<file path="config.mk">
export PLATFORM = sky130hd
export DESIGN_NAME = bullet_fire_ctrl
export DESIGN_NICKNAME = d
export VERILOG_FILES = /design/src/rtl/bullet_fire_ctrl_pkg.sv /design/src/rtl/bullet_fire_ctrl_btn_sync_edge.sv /design/src/rtl/bullet_fire_ctrl.sv
export SDC_FILE = /design/constraint.sdc
export NUM_CORES = 1
export LEC_CHECK = 0
export ABC_AREA = 1
export CORE_MARGIN = 1
export CORE_UTILIZATION = 37
export CTS_CLUSTER_DIAMETER = 120
export CTS_CLUSTER_SIZE = 30
export DETAILED_ROUTE_END_ITERATION = 10
export SLEW_MARGIN = 20
export SYNTH_ARGS = -nofsm -noshare
export SYNTH_HDL_FRONTEND = slang
export SYNTH_SLANG_ARGS = --single-unit
</file>
<file path="constraint.sdc">
create_clock -name clk -period 2.2 [get_ports clk]
set_input_delay 0.66 -clock clk [delete_from_list [all_inputs] [get_ports clk]]
set_output_delay 0.66 -clock clk [all_outputs]
set_load 0.05 [all_outputs]
</file>
<file path="src/rtl/bullet_fire_ctrl_pkg.sv">
// rtl/bullet_fire_ctrl_pkg.sv - shared game constants and bullet FSM encoding
package bullet_fire_ctrl_pkg;

    typedef logic [9:0] coord_t;

    localparam logic [1:0] ST_IDLE     = 2'd0;
    localparam logic [1:0] ST_FLIGHT   = 2'd1;
    localparam logic [1:0] ST_HIT      = 2'd2;
    localparam logic [1:0] ST_COOLDOWN = 2'd3;

    // The bullet Y counter parks at GAME_START_Y whenever its enable is low.
    localparam int GAME_START_Y  = 400;
    localparam int GAME_SCREEN_W = 640;
    localparam int GAME_SCREEN_H = 480;
    localparam int GAME_TARGET_W = 32;
    localparam int GAME_TARGET_H = 16;

    function automatic logic [7:0] sat_inc8(input logic [7:0] v);
        return (v == 8'hff) ? v : v + 8'd1;
    endfunction

endpackage

</file>
<file path="src/rtl/bullet_fire_ctrl_btn_sync_edge.sv">
// rtl/bullet_fire_ctrl_btn_sync_edge.sv - two-flop button synchroniser with registered rising-edge pulse
module btn_sync_edge (
    input  logic clk,
    input  logic reset,
    input  logic btn,
    output logic rise
);

    logic sync1;
    logic sync2;
    logic sync3;

    // sync1/sync2 resolve metastability; sync3 is the previous clean level.
    always_ff @(posedge clk or negedge reset) begin
        if (!reset) begin
            sync1 <= 1'b0;
            sync2 <= 1'b0;
            sync3 <= 1'b0;
            rise  <= 1'b0;
        end else begin
            sync1 <= btn;
            sync2 <= sync1;
            sync3 <= sync2;
            rise  <= sync2 & ~sync3;
        end
    end

endmodule

</file>
<file path="src/rtl/bullet_fire_ctrl.sv">
// rtl/bullet_fire_ctrl.sv - bullet lifecycle FSM: launch, flight, hit scoring and cooldown
module bullet_fire_ctrl
    import bullet_fire_ctrl_pkg::*;
#(
    parameter int START_Y      = GAME_START_Y,
    parameter int TOP_Y        = 8,
    parameter int TARGET_W     = GAME_TARGET_W,
    parameter int TARGET_H     = GAME_TARGET_H,
    parameter int COOLDOWN_CYC = 64
) (
    input  logic       clk,
    input  logic       reset,
    input  logic       fire_btn,
    input  logic [9:0] player_x,
    input  logic [9:0] bullet_y,
    input  logic [9:0] target_x,
    input  logic [9:0] target_y,
    input  logic       target_alive,
    output logic       bullet_enb,
    output logic [9:0] bullet_x,
    output logic       bullet_visible,
    output logic       hit_pulse,
    output logic [7:0] score
);

    localparam int              CD_W      = (COOLDOWN_CYC > 1) ? $clog2(COOLDOWN_CYC) : 1;
    localparam logic [CD_W-1:0] CD_LAST   = CD_W'(COOLDOWN_CYC - 1);
    localparam logic [9:0]      TOP_Y_C   = 10'(TOP_Y);
    localparam logic [9:0]      START_Y_C = 10'(START_Y);
    localparam logic [10:0]     TW        = 11'(TARGET_W);
    localparam logic [10:0]     TH        = 11'(TARGET_H);

    logic [1:0]      state;
    logic [CD_W-1:0] cd_cnt;
    logic            fire_rise;
    logic [10:0]     x_end;
    logic [10:0]     y_end;
    logic            in_x;
    logic            in_y;
    logic            hit;
    logic            flight_done;

    btn_sync_edge u_fire_sync (
        .clk   (clk),
        .reset (reset),
        .btn   (fire_btn),
        .rise  (fire_rise)
    );

    // Right/bottom hitbox edges in 11 bits so a target near 1023 cannot wrap.
    always_comb begin
        x_end       = {1'b0, target_x} + TW;
        y_end       = {1'b0, target_y} + TH;
        in_x        = (bullet_x >= target_x) && ({1'b0, bullet_x} < x_end);
        in_y        = (bullet_y >= target_y) && ({1'b0, bullet_y} < y_end);
        hit         = target_alive && in_x && in_y;
        flight_done = (bullet_y <= TOP_Y_C) || (bullet_y > START_Y_C);
    end

    always_ff @(posedge clk or negedge reset) begin
        if (!reset) begin
            state          <= ST_IDLE;
            cd_cnt         <= '0;
            bullet_enb     <= 1'b0;
            bullet_x       <= 10'd0;
            bullet_visible <= 1'b0;
            hit_pulse      <= 1'b0;
            score          <= 8'd0;
        end else begin
            hit_pulse <= 1'b0;
            case (state)
                ST_IDLE: begin
                    if (fire_rise) begin
                        state          <= ST_FLIGHT;
                        bullet_x       <= player_x;
                        bullet_enb     <= 1'b1;
                        bullet_visible <= 1'b1;
                    end
                end
                ST_FLIGHT: begin
                    // A hit on the last row still counts: hit outranks flight_done.
                    if (hit) begin
                        state          <= ST_HIT;
                        bullet_enb     <= 1'b0;
                        bullet_visible <= 1'b0;
                        hit_pulse      <= 1'b1;
                    end else if (flight_done) begin
                        state          <= ST_COOLDOWN;
                        cd_cnt         <= '0;
                        bullet_enb     <= 1'b0;
                        bullet_visible <= 1'b0;
                    end
                end
                ST_HIT: begin
                    state  <= ST_COOLDOWN;
                    cd_cnt <= '0;
                    score  <= sat_inc8(score);
                end
                default: begin
                    if (cd_cnt == CD_LAST) begin
                        state <= ST_IDLE;
                    end else begin
                        cd_cnt <= cd_cnt + 1'b1;
                    end
                end
            endcase
        end
    end

endmodule

</file>
-- After elaboration in Yosys (flattened, before gate mapping)
Cells that the tools add are included.
- word-level logic and storage cells: 61
- flip-flop bits (word level): 32
- bits of input ports: 44
- $lt $le $gt $ge: 6
- multiplexer cells: 15
- reduce and logical (&&, ||, !) cells: 13
- bitwise gates (word level): 4
- equal/unequal tests: 9
- add/subtract/negate cells: 4
- operators by type and width (kind ; number):
    10-bit by 11-bit less-than comparator with 1-bit output ; 2
    10-bit greater-or-equal comparator ; 2
    6-bit 2-to-1 mux ; 3
    6-bit case mux with 3 select lines ; 1
    10-bit by 5-bit adder with 11-bit output (second input constant) ; 1
    10-bit by 6-bit adder with 11-bit output (second input constant) ; 1
    10-bit by 9-bit greater-than comparator with 1-bit output (second input constant) ; 1
    10-bit by 4-bit less-or-equal comparator with 1-bit output (second input constant) ; 1
    8-bit by 1-bit adder with 8-bit output (second input constant) ; 1
    8-bit == test (second input constant) ; 1
    2-bit 2-to-1 mux ; 4
    6-bit by 1-bit adder with 6-bit output (second input constant) ; 1
    6-bit == test (second input constant) ; 1
    2-bit case mux with 3 select lines ; 1
    3-bit AND reduction ; 2
    1-bit 2-to-1 mux ; 5
    1-bit logical AND ; 4
    2-bit inequality test (second input constant) ; 2
    2-bit AND reduction ; 2
    4-bit AND reduction ; 1
    4-bit nonzero test ; 1
    3-bit by 1-bit inequality test with 1-bit output (second input constant) ; 1
    3-bit inequality test (second input constant) ; 1
    1-bit NOT ; 3
    8 further kinds ; 8

-- Depth between registers and ports, before layout
- word-level depth: 7
- mapped depth: 15

-- By module
Synthesis repeated with hierarchy kept, for this count alone.
- cells, all modules: 341
- area, all modules: 2618.8 µm²
- modules (own cells, without submodules) (module ; sequential area each (µm²) ; instances ; cells an instance ; area each (µm²)):
    bullet_fire_ctrl ; 700.7 ; 1 ; 335 ; 2508.7
    btn_sync_edge ; 100.1 ; 1 ; 6 ; 110.1

-- Least setup slack after synthesis
Ideal clock, no wire load.
- path kind: input -> register
- start: input port target_y[4]
- end: register cd_cnt[0]
- buffers on the path: 1
- data arrival time: 2164 ps
- stages on the path: 12
- required time: 2074 ps
- path slack: -90 ps
- cells stage by stage: ha_1 > nand3_1 > xor2_1 > ha_1 > a21o_1 > nand3_1 > nand4_1 > nor2_2 > nand3_2 > nand2_4 > buf_12 > o21ai_0
- word-level cells in the longest chain between the ends: 6
- elaborated cells on any way between the ends: 7
- those cells by class: add/sub: 1; order compare: 2; eq/ne: 1; reduce/logical: 3
- RTL lines (item ; RTL line ; source):
    start: declaration ; bullet_fire_ctrl.sv:17 ; input logic [9:0] target_y,
    10-bit by 5-bit adder with 11-bit output ; bullet_fire_ctrl.sv:53 ; y_end = {1'b0, target_y} + TH;
    10-bit by 11-bit less-than comparator with 1-bit output ; bullet_fire_ctrl.sv:55 ; in_y = (bullet_y >= target_y) && ({1'b0, bullet_y} < y_end);
    1-bit logical AND (*) ; bullet_fire_ctrl.sv:55 ;
    1-bit logical AND (*) ; bullet_fire_ctrl.sv:56 ; hit = target_alive && in_x && in_y;
    2-bit inequality test (no source line) (*) ; -- ;
    4-bit AND reduction (no source line) (*) ; -- ;
    end signal: assignment ; bullet_fire_ctrl.sv:103 ; cd_cnt <= cd_cnt + 1'b1;
    end: declaration ; bullet_fire_ctrl.sv:34 ; logic [CD_W-1:0] cd_cnt;
Mark *: on every way between the ends. The rest lies on a longest branch, timed or not.
A chain may end at the register's enable or synchronous reset.

-- Final worst setup path
- start: input port target_x[3]
- end: register cd_cnt[3]
- word-level cells in the longest chain between the ends: 7
- elaborated cells on any way between the ends: 8
- those cells by class: add/sub: 1; order compare: 2; eq/ne: 1; reduce/logical: 4
- RTL lines (item ; RTL line ; source):
    start: declaration ; bullet_fire_ctrl.sv:16 ; input logic [9:0] target_x,
    10-bit by 6-bit adder with 11-bit output ; bullet_fire_ctrl.sv:52 ; x_end = {1'b0, target_x} + TW;
    10-bit by 11-bit less-than comparator with 1-bit output ; bullet_fire_ctrl.sv:54 ; in_x = (bullet_x >= target_x) && ({1'b0, bullet_x} < x_end);
    1-bit logical AND (*) ; bullet_fire_ctrl.sv:54 ;
    1-bit logical AND (*) (2 in a row) ; bullet_fire_ctrl.sv:56 ;
    2-bit inequality test (no source line) (*) ; -- ;
    4-bit AND reduction (no source line) (*) ; -- ;
Marks and branches as above.

==> flow_summary.yaml <==
route:
  ant_nets: 0
  wirelength_um: 6120
  detail_route.wl_per_cell_um: 11.5
  dr.pass1.iters: 4
  vias: 2442
  post-route-drc-count: 0
  via_per_inst: 4.60
  drtIter0Drc: 53
setup_path:
  critPathCaptureType: "register"
  crit_type: "primary input to register"
  arrival_ps: 2400
  worst-endpoint-required_ps: 2420
  crit_path_start_kind: "primary input"
  worstPathMaxFanout: 6
sta:
  rsz0062_at_grt: "yes"
  setup_slack_ps: 15.6
  tns_ps: 0
  finalMaxSlewViolations: 0
  fmax_ghz: 0.458
  setup_violations: 0
  finalHoldViolCount: 0
  layout_min_cycle_time_ps: 2180
  tightest_slew_ps: 520
  timing.final.crit_share_pct: 99.3
  clock_skew_ps: 7.27
  slew_headroom_pct: 65.2
  whs_ps: 347
finish:
  area_growth_pct: 50.4
  final_cell_area_um2: 3940
  drive_gt1_share_pct: 28.7
  diodes: 0
  nNetsFinal: 517
synthesis:
  synthTopCellsByArea: "dfrtp_1 31%, ha_1 19%, nand2_1 12%, inv_1 7.7%, nor2_1 5.3%"
  yosys_warnings: 0
  synth.top_cells.by_count: "83 x nand2_1, 54 x inv_1, 39 x ha_1, 37 x nor2_1, 32 x dfrtp_1"
  syn_area_um2: 2620
  synth_cells: 342
  synth_top_cell_by_area: "dfrtp_1"
  yosysTopAreaCellShare_pct: 30.6
  ys_seq_elements: 32
  async_reset_ff_share_pct: 100
  synth_fp_nets: 425
  syn_avg_cell_area_um2: 7.66
  seq_area_frac_synth_pct: 30.6
  synthFlopType: "dfrtp_1"
  yosys.cell_types.count: 28
  post-synth-top-count-cell: "nand2_1"
  synth_edf_count: 0
power_and_ir_drop:
  pwr_density_cell_nw_per_um2: 1060
  p_leak_nw: 2.03
  ir_drop_mv: 0.698
  power_mw: 4.19
clocking:
  numCtsBuffers: 5
  cts_tree: "built"
  htreeDepth: 2
  worstSkewPairLatency_ps: 280
  cts_root_buffer: "clkbuf_8"
  cts.sinks: 32
  clkTransAtPathRegs_ps: 70
  postCtsHoldBufs: 0
  cts_buffer_depth: 2
global_route:
  grt_pass1_vias: 2426
  antenna_found_initial: 0
  track_usage_pct: 17.5
  grt_max_degree: 33
  grt_overflow: 0
  grt_pass1_wl_um: 10400
die:
  io_pins: 65
  die-area_um2: 7420
  fp.dieH_um: 86.2
  die_x_um: 86.2
  num_rows: 30
  coreArea_um2: 6830
  start_util_pct: 38.4
worst_hold_path:
  min-delay-path-class: "register to register"
place:
  place_ws_ps: -725
  place_area_um2: 3490
  portBuffers: 64
  routabilityCongestion: 0.781
  dpl.hpwl_um: 4510
status:
  status: "completed"
job:
  maxCapViolations: 0
-- path summary, 6_finish.rpt --
kind / start / slack [ps] / cells past startpoint / to
setup / recovery: target_x[3] / 20 / 15 / cd_cnt[3]$_DFFE_PN0P_
hold / removal: u_fire_sync.sync1$_DFF_PN0_ / 350 / 0 / u_fire_sync.sync2$_DFF_PN0_
setup reg to reg: state[1]$_DFFE_PN0P_ / 320 / 10 / cd_cnt[3]$_DFFE_PN0P_
hold reg to reg: u_fire_sync.sync1$_DFF_PN0_ / 350 / 0 / u_fire_sync.sync2$_DFF_PN0_
max in group asynchronous: reset / 1100 / 2 / score[3]$_DFFE_PN0P_
min in group asynchronous: reset / 770 / 2 / cd_cnt[2]$_DFFE_PN0P_
-- layout make-up --
cell class | instances | area [um2]
clock buffers | 7 | 96.3
fillers | 630 | 2890
repair buffers | 87 | 779
clock inverters | 1 | 30.0
well taps | 96 | 120
multi-input cells | 254 | 1910
flip-flops and latches | 32 | 801
inverters | 54 | 203
-- cell families after synthesis --
group	after synthesis	share of synthesized area, %
compound gates	28	6.54
xor+xnor	14	4.68
fa+ha+maj	39	18.6
buf+inv	57	8.93
flops	32	30.6
mux	9	3.87
simple gates	163	26.8
-- placed cells by master (no fill, tap or decap), types with 5 or more instances in the layout --
| cell type | instances |
|---|---|
| nand2_2 | 13 |
| o21ai_2 | 6 |
| xnor2_1 | 6 |
| dlymetal6s2s_1 | 10 |
| dlygate4sd2_1 | 5 |
| a21oi_1 | 9 |
| nand2_1 | 70 |
| mux2_2 | 9 |
| ha_1 | 27 |
| clkdlybuf4s50_1 | 27 |
| buf_4 | 35 |
| clkbuf_8 | 7 |
| xor2_1 | 8 |
| dfrtp_1 | 32 |
| nor2_1 | 32 |
| nand3_1 | 21 |
| inv_1 | 48 |
| a21o_1 | 5 |
| ha_4 | 12 |
| inv_2 | 6 |
-- worst max-delay path, stage by stage --
cell             delay (ps)
clkdlybuf4s50_1         470
inv_2                    50
ha_4                    270
nand2_1                  50
nand2_1                  50
nand2_1                  40
nand2_1                  60
nand2_1                  60
nand3_2                  60
nand2_2                  60
nor2_4                  130
nand3_4                 170
nand2_8                 160
nand2_2                  60
o21ai_2                  50
-- state kept, by name, summed over array words and instances, names as in the netlist --
register / flops
bullet_x: 10
score: 8
cd_cnt: 6
state: 2
bullet_visible: 1
hit_pulse: 1
u_fire_sync.rise: 1
u_fire_sync.sync1: 1
u_fire_sync.sync2: 1
u_fire_sync.sync3: 1
-- what timing repair did --
item	4_1_cts	5_1_grt
gates resized for setup	56	54
setup endpoints to repair	10	12
buffers inserted	1	3
gates cloned	1	0
pin swaps	24	24
-- per-stage QoR --
step	cells	utilization [%]
6_report	531	57.7
3_5_place_dp	518	51.1
4_1_cts	528	54.7
2_1_floorplan	342	-
5_1_grt	531	57.7
3_3_place_gp	518	51.1
-- per-layer routing --
| layer | part of all wire (%) | global-route usage, % | up-vias |
|---|---|---|---|
| met5 | 0 | 0 | - |
| met4 | 1.4 | 5.45 | 0 |
| met3 | 3.4 | 2.60 | 7 |
| met2 | 49 | 30.3 | 48 |
| met1 | 46 | 22.4 | 1108 |
| li1 | - | - | 1279 |
-- power by group --
group          internal (mW)  switching [mW]  leakage, nW
logic                  0.999            1.55         1.56
clock network          0.400           0.225       0.0645
registers              0.783           0.234        0.400
total                   2.18            2.01         2.03
No activity file was read; power rests on OpenSTA's default activity.
